**config.mk**
```make
export PLATFORM = sky130hd
export DESIGN_NAME = cic_comp_fir_flat
export DESIGN_NICKNAME = d
export VERILOG_FILES = /design/src/rtl/cic_comp_fir_if.sv /design/src/rtl/cic_comp_fir.sv /design/src/flat_wrapper.sv
export SDC_FILE = /design/constraint.sdc
export NUM_CORES = 2
export LEC_CHECK = 0
export BUFFER_PORTS_ARGS = -buffer_cell sky130_fd_sc_hd__clkbuf_2
export CAP_MARGIN = 20
export CORE_UTILIZATION = 59
export DETAILED_ROUTE_END_ITERATION = 6
export PLACE_DENSITY = 0.75
export SLEW_MARGIN = 20
export SYNTH_ARGS = -nofsm -noshare
export SYNTH_HDL_FRONTEND = slang
export SYNTH_SLANG_ARGS = --single-unit
export TNS_END_PERCENT = 20
```
**constraint.sdc**
```tcl
create_clock -name clk -period 12.75 [get_ports clk]
set_clock_uncertainty 0.05 [all_clocks]
set_input_delay 0.6375 -clock clk [delete_from_list [all_inputs] [get_ports clk]]
set_output_delay 0.6375 -clock clk [all_outputs]
set_load 0.01 [all_outputs]
```
**src/rtl/cic_comp_fir_if.sv**
```systemverilog
// Sample, coefficient and status bundle of the CIC compensating FIR.
// The master side drives samples and coefficients; the filter is the slave.
interface cic_comp_fir_if #(
    parameter int DATA_WIDTH = 32,
    parameter int COEF_WIDTH = 18,
    parameter int TAPS       = 16
);
    localparam int AW = $clog2(TAPS);

    logic signed [DATA_WIDTH-1:0] data_in;
    logic                         data_valid;
    logic                         coef_wr_en;
    logic [AW-1:0]                coef_addr;
    logic signed [COEF_WIDTH-1:0] coef_data;
    logic                         overrun_clr;
    logic signed [DATA_WIDTH-1:0] data_out;
    logic                         output_valid;
    logic                         busy;
    logic                         overrun;

    modport master (
        output data_in, data_valid, coef_wr_en, coef_addr, coef_data, overrun_clr,
        input  data_out, output_valid, busy, overrun
    );

    modport slave (
        input  data_in, data_valid, coef_wr_en, coef_addr, coef_data, overrun_clr,
        output data_out, output_valid, busy, overrun
    );
endinterface

```
**src/rtl/cic_comp_fir.sv**
```systemverilog
// Time-multiplexed droop-compensation FIR behind the CIC decimator: one MAC,
// circular sample buffer, optional decimate-by-2, rounded and saturated output.
module cic_comp_fir #(
    parameter int DATA_WIDTH = 32,
    parameter int COEF_WIDTH = 18,
    parameter int COEF_FRAC  = 16,
    parameter int TAPS       = 16,
    parameter int DECIM      = 2
) (
    input  logic          clk,
    input  logic          rst,
    cic_comp_fir_if.slave bus
);
    localparam int AW    = $clog2(TAPS);
    localparam int PW    = DATA_WIDTH + COEF_WIDTH;
    localparam int ACC_W = PW + AW;
    localparam int PHW   = (DECIM > 1) ? $clog2(DECIM) : 1;

    localparam logic [PHW-1:0] PH_LAST = PHW'(DECIM - 1);
    localparam logic [PHW-1:0] PH_ONE  = PHW'(1'b1);
    localparam logic [AW-1:0]  K_LAST  = AW'(TAPS - 1);
    localparam logic [AW-1:0]  IDX_ONE = AW'(1'b1);
    localparam logic signed [COEF_WIDTH-1:0] COEF_ONE =
        {{(COEF_WIDTH-1){1'b0}}, 1'b1} << COEF_FRAC;
    localparam logic signed [ACC_W-1:0] RND =
        {{(ACC_W-1){1'b0}}, 1'b1} << (COEF_FRAC - 1);
    localparam logic signed [ACC_W-1:0] SAT_MAX = ACC_W'({1'b0, {(DATA_WIDTH-1){1'b1}}});
    localparam logic signed [ACC_W-1:0] SAT_MIN = ~SAT_MAX;

    typedef enum logic [1:0] {S_IDLE, S_MAC, S_DRAIN, S_OUT} state_t;

    state_t                       state_r, state_nx_s;
    logic [AW-1:0]                k_r, wr_ptr_r, rd_idx_s;
    logic [PHW-1:0]               phase_r;
    logic                         busy_r, overrun_r, output_valid_r, prod_vld_r;
    logic                         accept_s, trigger_s;
    logic signed [DATA_WIDTH-1:0] buf_r [TAPS];
    logic signed [COEF_WIDTH-1:0] coef_r [TAPS];
    logic signed [DATA_WIDTH-1:0] data_out_r, sat_s;
    logic signed [PW-1:0]         prod_r, prod_s;
    logic signed [ACC_W-1:0]      acc_r, rnd_s, shift_s;

    // Acceptance, tap addressing, product and round/saturate of the accumulator.
    always_comb begin
        accept_s  = bus.data_valid && !busy_r;
        trigger_s = accept_s && (phase_r == PH_LAST);
        // x[n] sits one behind the write pointer, which is frozen while busy.
        rd_idx_s  = wr_ptr_r - IDX_ONE - k_r;
        prod_s    = coef_r[k_r] * buf_r[rd_idx_s];
        rnd_s     = acc_r + RND;
        shift_s   = rnd_s >>> COEF_FRAC;
        if (shift_s > SAT_MAX) begin
            sat_s = {1'b0, {(DATA_WIDTH-1){1'b1}}};
        end else if (shift_s < SAT_MIN) begin
            sat_s = {1'b1, {(DATA_WIDTH-1){1'b0}}};
        end else begin
            sat_s = shift_s[DATA_WIDTH-1:0];
        end
    end

    // Next-state decode of the convolution sequencer.
    always_comb begin
        state_nx_s = state_r;
        case (state_r)
            S_IDLE: begin
                if (trigger_s) state_nx_s = S_MAC;
                else           state_nx_s = S_IDLE;
            end
            S_MAC: begin
                if (k_r == K_LAST) state_nx_s = S_DRAIN;
                else               state_nx_s = S_MAC;
            end
            S_DRAIN: state_nx_s = S_OUT;
            S_OUT:   state_nx_s = S_IDLE;
            default: state_nx_s = S_IDLE;
        endcase
    end

    // Sequencer state, tap counter and busy flag.
    always_ff @(posedge clk) begin
        if (rst) begin
            state_r <= S_IDLE;
            k_r     <= '0;
            busy_r  <= 1'b0;
        end else begin
            state_r <= state_nx_s;
            busy_r  <= (state_nx_s != S_IDLE);
            if (state_r == S_MAC) k_r <= k_r + IDX_ONE;
            else                  k_r <= '0;
        end
    end

    // Sample buffer, write pointer, decimation phase, coefficients and overrun.
    always_ff @(posedge clk) begin
        if (rst) begin
            wr_ptr_r  <= '0;
            phase_r   <= '0;
            overrun_r <= 1'b0;
            for (int i = 0; i < TAPS; i++) begin
                buf_r[i]  <= '0;
                coef_r[i] <= (i == 0) ? COEF_ONE : '0;
            end
        end else begin
            if (accept_s) begin
                buf_r[wr_ptr_r] <= bus.data_in;
                wr_ptr_r        <= wr_ptr_r + IDX_ONE;
                phase_r         <= (phase_r == PH_LAST) ? '0 : phase_r + PH_ONE;
            end
            if (bus.coef_wr_en && !busy_r) begin
                coef_r[bus.coef_addr] <= bus.coef_data;
            end
            // A drop in the same cycle as a clear leaves the flag set.
            if (bus.data_valid && busy_r) overrun_r <= 1'b1;
            else if (bus.overrun_clr)     overrun_r <= 1'b0;
            else                          overrun_r <= overrun_r;
        end
    end

    // Registered multiplier feeding the accumulator one cycle later.
    always_ff @(posedge clk) begin
        if (rst) begin
            prod_r     <= '0;
            prod_vld_r <= 1'b0;
            acc_r      <= '0;
        end else begin
            prod_r     <= prod_s;
            prod_vld_r <= (state_r == S_MAC);
            if (state_r == S_IDLE) begin
                acc_r <= '0;
            end else if (prod_vld_r && ((state_r == S_MAC) || (state_r == S_DRAIN))) begin
                acc_r <= acc_r + ACC_W'(prod_r);
            end else begin
                acc_r <= acc_r;
            end
        end
    end

    // Output register loaded once per convolution.
    always_ff @(posedge clk) begin
        if (rst) begin
            data_out_r     <= '0;
            output_valid_r <= 1'b0;
        end else begin
            output_valid_r <= (state_r == S_OUT);
            if (state_r == S_OUT) data_out_r <= sat_s;
            else                  data_out_r <= data_out_r;
        end
    end

    assign bus.data_out     = data_out_r;
    assign bus.output_valid = output_valid_r;
    assign bus.busy         = busy_r;
    assign bus.overrun      = overrun_r;
endmodule

```
**src/flat_wrapper.sv**
```systemverilog
// flat-port wrapper written by rule: the top's interface ports become plain ports
module cic_comp_fir_flat 
#(
    parameter int DATA_WIDTH = 32,
    parameter int COEF_WIDTH = 18,
    parameter int COEF_FRAC  = 16,
    parameter int TAPS       = 16,
    parameter int DECIM      = 2
)
  (clk, rst, bus_data_in, bus_data_valid, bus_coef_wr_en, bus_coef_addr, bus_coef_data, bus_overrun_clr, bus_data_out, bus_output_valid, bus_busy, bus_overrun);
  cic_comp_fir_if #(.DATA_WIDTH(DATA_WIDTH), .COEF_WIDTH(COEF_WIDTH), .TAPS(TAPS)) bus_i ();
  input  logic clk;
  input  logic rst;
  input wire logic [$bits(bus_i.data_in)-1:0] bus_data_in;
  input wire logic [$bits(bus_i.data_valid)-1:0] bus_data_valid;
  input wire logic [$bits(bus_i.coef_wr_en)-1:0] bus_coef_wr_en;
  input wire logic [$bits(bus_i.coef_addr)-1:0] bus_coef_addr;
  input wire logic [$bits(bus_i.coef_data)-1:0] bus_coef_data;
  input wire logic [$bits(bus_i.overrun_clr)-1:0] bus_overrun_clr;
  output wire logic [$bits(bus_i.data_out)-1:0] bus_data_out;
  output wire logic [$bits(bus_i.output_valid)-1:0] bus_output_valid;
  output wire logic [$bits(bus_i.busy)-1:0] bus_busy;
  output wire logic [$bits(bus_i.overrun)-1:0] bus_overrun;
  assign bus_i.data_in = bus_data_in;
  assign bus_i.data_valid = bus_data_valid;
  assign bus_i.coef_wr_en = bus_coef_wr_en;
  assign bus_i.coef_addr = bus_coef_addr;
  assign bus_i.coef_data = bus_coef_data;
  assign bus_i.overrun_clr = bus_overrun_clr;
  assign bus_data_out = bus_i.data_out;
  assign bus_output_valid = bus_i.output_valid;
  assign bus_busy = bus_i.busy;
  assign bus_overrun = bus_i.overrun;
  cic_comp_fir #(.DATA_WIDTH(DATA_WIDTH), .COEF_WIDTH(COEF_WIDTH), .COEF_FRAC(COEF_FRAC), .TAPS(TAPS), .DECIM(DECIM)) u_core (.clk(clk), .rst(rst), .bus(bus_i));
endmodule
```
Word-level counts from Yosys, hierarchy flattened
Memory sizes are Yosys's and may differ from the RTL's. A register that Yosys moved wholly into a read port is not among the register bits.
Cells that the tools add are included.
{"block": "totals", "ramBits": 800, "n_memories": 2, "wordCells": 65, "register_bits": 151, "out_inout_bits": 35}
{"name": "u_core.buf_r", "depth": 16, "width": 32, "read_ports": 1, "rd_clocked_by_memory_dff": 0, "write_ports": 16, "line": "cic_comp_fir.sv:37", "rtl": "logic signed [DATA_WIDTH-1:0] buf_r [TAPS];"}
{"name": "u_core.coef_r", "depth": 16, "width": 18, "read_ports": 1, "rd_clocked_by_memory_dff": 1, "write_ports": 16, "line": "cic_comp_fir.sv:38", "rtl": "logic signed [COEF_WIDTH-1:0] coef_r [TAPS];"}
{"block": "classes", "add_sub_neg": 7, "multipliers": 1, "bitwise_logic": 1, "mux": 23, "n_lt_le_gt_ge": 2, "reduce_logical": 14, "eq_ne": 4}
{"cell": "32-bit 2-to-1 mux", "n": 3}
{"cell": "54-bit by 17-bit adder with 54-bit output (second input constant)", "n": 1}
{"cell": "54-bit by 50-bit adder with 54-bit output", "n": 1}
{"cell": "18-bit by 32-bit multiplier with 50-bit output", "n": 1}
{"cell": "38-bit by 32-bit > comparator with 1-bit output (second input constant)", "n": 1}
{"cell": "38-bit by 32-bit less-than comparator with 1-bit output (second input constant)", "n": 1}
{"cell": "32-bit OR reduction", "n": 1}
{"cell": "18-bit 2-to-1 mux", "n": 1}
{"cell": "18-bit OR reduction", "n": 1}
{"cell": "1-bit 2-to-1 mux", "n": 14}
{"cell": "4-bit 2-to-1 mux", "n": 3}
{"cell": "4-bit by 1-bit adder with 4-bit output (second input constant)", "n": 2}
{"cell": "2-bit case mux with 4 select lines", "n": 1}
{"cell": "1-bit logical AND", "n": 5}
{"cell": "2-bit equality test (second input constant)", "n": 2}
{"cell": "4-bit equality test (second input constant)", "n": 1}
{"cell": "2-bit nonzero test", "n": 2}
{"cell": "2-bit OR reduction", "n": 2}
{"cell": "4-bit by 1-bit subtractor with 4-bit output (second input constant)", "n": 1}
{"cell": "4-bit subtractor", "n": 1}
{"cell": "2-bit by 1-bit equality test with 1-bit output (second input constant)", "n": 1}
{"cell": "2-bit logical NOT", "n": 1}
{"cell": "2-bit 2-to-1 mux", "n": 1}
{"cell": "1-bit adder (second input constant)", "n": 1}
{"cell": "other kinds (3)", "n": 3}

Depth between registers and ports, before layout
{"block": "logic_depth", "word_depth": 7, "depth_mapped": 38, "mapped_depth_nobuf": 34}

Worst setup path after synthesis
No wires, ideal clock.
{"block": "synth_path", "path_kind": "reg2reg", "startpoint": "reg u_core.k_r[0]", "endpoint": "reg u_core.prod_r[45]", "setup_time_ns": 0.128, "n_path_buf": 6, "stages_incl_launch_ff": 37, "slack_ns": 3.631, "t_arrival_ns": 8.941, "path_cell_list": "dfxtp_1 > buf_2 > buf_2 > inv_1 > ha_1 > inv_1 > fa_1 > buf_2 > clkbuf_1 > buf_1 > mux4_2 > nand2_1 > a31oi_1 > clkbuf_1 > nand2_1 > fa_1 > inv_1 > fa_1 > fa_1 > inv_1 > fa_1 > inv_1 > fa_1 > inv_1 > fa_1 > inv_1 > ha_1 > and3_1 > and3_2 > nand2_1 > o2bb2ai_2 > a221oi_2 > or4_1 > a311o_1 > o21ai_1 > xnor2_1 > nor2_1"}
{"block": "synth_between", "elab_chain_len": 3}
{"item": "from (decl)", "line": "cic_comp_fir.sv:33", "rtl": "logic [AW-1:0] k_r, wr_ptr_r, rd_idx_s;"}
{"item": "from (signal assigned)", "line": "cic_comp_fir.sv:88", "rtl": "if (state_r == S_MAC) k_r <= k_r + IDX_ONE;"}
{"item": "4-bit subtractor", "line": "cic_comp_fir.sv:48", "rtl": "rd_idx_s = wr_ptr_r - IDX_ONE - k_r;"}
{"item": "memory 16 x 32 bit"}
{"item": "18-bit by 32-bit multiplier with 50-bit output", "line": "cic_comp_fir.sv:49", "rtl": "prod_s = coef_r[k_r] * buf_r[rd_idx_s];"}
{"item": "to (signal assigned)", "line": "cic_comp_fir.sv:126", "rtl": "prod_r <= prod_s;"}
{"item": "to (decl)", "line": "cic_comp_fir.sv:40", "rtl": "logic signed [PW-1:0] prod_r, prod_s;"}
Every way passes these cells.
A chain may end at the register's enable or synchronous reset.

Worst setup path in the final report
{"block": "layout_path", "startpoint": "reg u_core.k_r[0]", "endpoint": "reg u_core.prod_r[46]"}
Same word-level chain as after synthesis.

==> flow_metrics.tcl <==
set metrics [dict create \
    die_w_um 332.3 \
    ctsResizeCount 0 \
    antenna_found_initial 7 \
    synth_top_area_cell "edfxtp_1" \
    cp.arrival_ps 10520 \
    cts_inserted_buffers 99 \
    finalInstanceArea_mm2 0.06965 \
    fin_setup_tns_ps 0 \
    h-tree-depth 3 \
    routabilityCongestion 0.8953 \
    drcViolationCount 0 \
    place_area_mm2 0.06638 \
    num_rows 120 \
    area_growth_pct 8.218 \
    cp-end-kind "register" \
    setup_viol 0 \
    synth_edf_count 800 \
    dp.final_hpwl_um 106700 \
    regArea_mm2 0.02705 \
    io_buffers 93 \
    grt_max_degree 96 \
    slew_viol_final 0 \
    cts-hold-fix-buffers 0 \
    track_usage_pct 30.02 \
    dr.pass1.iters 6 \
    criticalPathCategory "reg2reg" \
    fillCellCount 7915 \
    cp-start-kind "register" \
    mostFrequentLayoutCells "and2_1, edfxtp_1, inv_1, nand2_1, fa_1" \
    ys.flop_type "edfxtp_1" \
    synth_area_leaders "edfxtp_1, fa_1, and2_1" \
    hold_start "bus_data_valid" \
    clk_latency_ps 710 \
    rsz0062_at_grt "no" \
    slowest_stage "fa_4" \
    drv_cap 0 \
    drive_above_1_share_pct 11.71 \
    clockBufferDepth 3 \
    worst_pin_slew_ps 1176 \
    cp_common_cell "inv_1" \
    wl_per_cell_um 22.93 \
    synth-seq-area-share_pct 42.02 \
    status "complete, no violations" \
    die_height_um 332.3 \
    wl_um 162700 \
    viasPerCell 5.937 \
    design.portCount 94 \
    num_vias 42115 \
    grt_overflow 0 \
    startpoint "u_core.k_r[0]" \
    final_common_cell "and2_1" \
    synth_cell_types 86 \
    period_needed_ps 10030 \
    cts_tree "yes" \
    yosys.area.top_type_share_pct 37.33 \
    clock.fmax_mhz 99.73 \
    ys_ff_latch 951 \
    cts_setup_buffers 0 \
    syn_inst 5629 \
    syn_nets 6429 \
    final_nets 6408 \
    grt_pass1_vias 44101 \
    fp.dieArea_mm2 0.1104 \
    critPathBufInv 8 \
    clk_pin_slew_ps 60 \
    drtIter0Drc 3910 \
    fin_hold_ws_ps 129.4 \
    fin_crit_sh_pct 78.64 \
    hold_violations 0 \
    synth_area_per_cell_um2 11.43 \
    clkSinkCount 951 \
    crit_family "adder cells" \
    critPathMaxFanout 43 \
    crit_path_max_incr_delay_ps 1080 \
    slew-limit-headroom_pct 21.37 \
    core_mm2 0.1077 \
    fin_util_pct 64.70 \
    root_buffer "clkbuf_16" \
    ys_warn_count 0 \
    multi_input_area_mm2 0.03371 \
    grt_first_pass_wirelength_um 253300 \
    reg2reg_from "u_core.k_r[0]" \
    ant_nets 0 \
    syn_area_mm2 0.06436 \
    crit_required_ps 13250 \
    synth_async_sr_flop_share_pct 0 \
    start_util_pct 59.78 \
    min_path_type "in2reg" \
]
final cells by class:
| class | count | area share (%) |
|---|---|---|
| sequential | 951 | 38.84 |
| tap | 1403 | 2.520 |
| antenna | 3 | 0.01078 |
| timing repair buffer | 212 | 2.026 |
| inverter | 660 | 3.557 |
| clock buffer | 130 | 3.870 |
| multi-input combinational | 3684 | 48.40 |
| clock inverter | 51 | 0.7743 |
per-stage QoR:
stage | setup WS, ps | std cells
finish | 2723 | 7094
global route | 1907 | 7092
CTS | 2657 | 7090
detailed placement | 2728 | 6909
global placement | 2858 | 6909
floorplan | 3631 | 5629
state kept, by name (all words and copies together) (netlist names):
name	flops
u_core.bus.data_out	32
u_core.prod_r	50
u_core.bus.busy	1
u_core.wr_ptr_r	4
u_core.acc_r	54
u_core.bus.output_valid	1
u_core.state_r	2
u_core.prod_vld_r	1
u_core.k_r	4
u_core.bus.overrun	1
u_core.coef_r	288
u_core.buf_r	512
u_core.phase_r	1
metal layers:
layer  share of wire [%]  vias up  track usage, %  routed length, um
met3                 8.8      389           5.126              14300
met5              0.0080        -               0                 13
met4                 3.6        2           11.43               5778
met1                  38    21100           38.57              62340
li1                    -    18587               -                  -
met2                  49     2037           51.12              80270
cells in the mapped netlist, types with 58 or more instances:
library cell  instances
fa_1                555
a21oi_1             119
nor2_1              325
edfxtp_1            800
nand3_1              58
mux4_2              212
a211oi_1             68
clkbuf_1            273
xnor2_1              85
inv_1               658
nand2_1             600
dfxtp_1             151
ha_1                186
a21o_1               61
and2_1              914
worst reg2reg max path, delay by kind of cell, from the launching register on:
family | cells | cell delay, ps
adder cells (fa/ha/maj) | 9 | 4180
AO/OA/AOI/OAI | 9 | 3310
buffers and inverters | 8 | 1080
flip-flops | 1 | 470
AND/OR/NAND/NOR | 3 | 340
multiplexers | 1 | 300
XOR/XNOR | 1 | 140
path summary, 6_finish.rpt:
path / endpoint / slack, ps / cells past startpoint
hold reg to reg: u_core.acc_r[10] / 410 / 2
hold / removal: u_core.bus.overrun / 130 / 3
setup reg to reg: u_core.prod_r[46] / 2720 / 31
setup / recovery: u_core.prod_r[46] / 2720 / 31
kinds of logic (layout without fill, tap and decap cells):
logic type	after synthesis	in the layout	share of synthesized area, %
AND/OR/NAND/NOR	2122	2122	16.98
buffers and inverters	994	1053	5.935
flip-flops	951	951	42.02
adder cells (fa/ha/maj)	741	741	20.88
AO/OA/AOI/OAI	477	477	4.953
multiplexers	217	217	7.498
XOR/XNOR	127	127	1.728
other	0	3	0
Power is not shown: default switching activity piles up to over one toggle a cycle in this logic, so the estimate is an artifact.
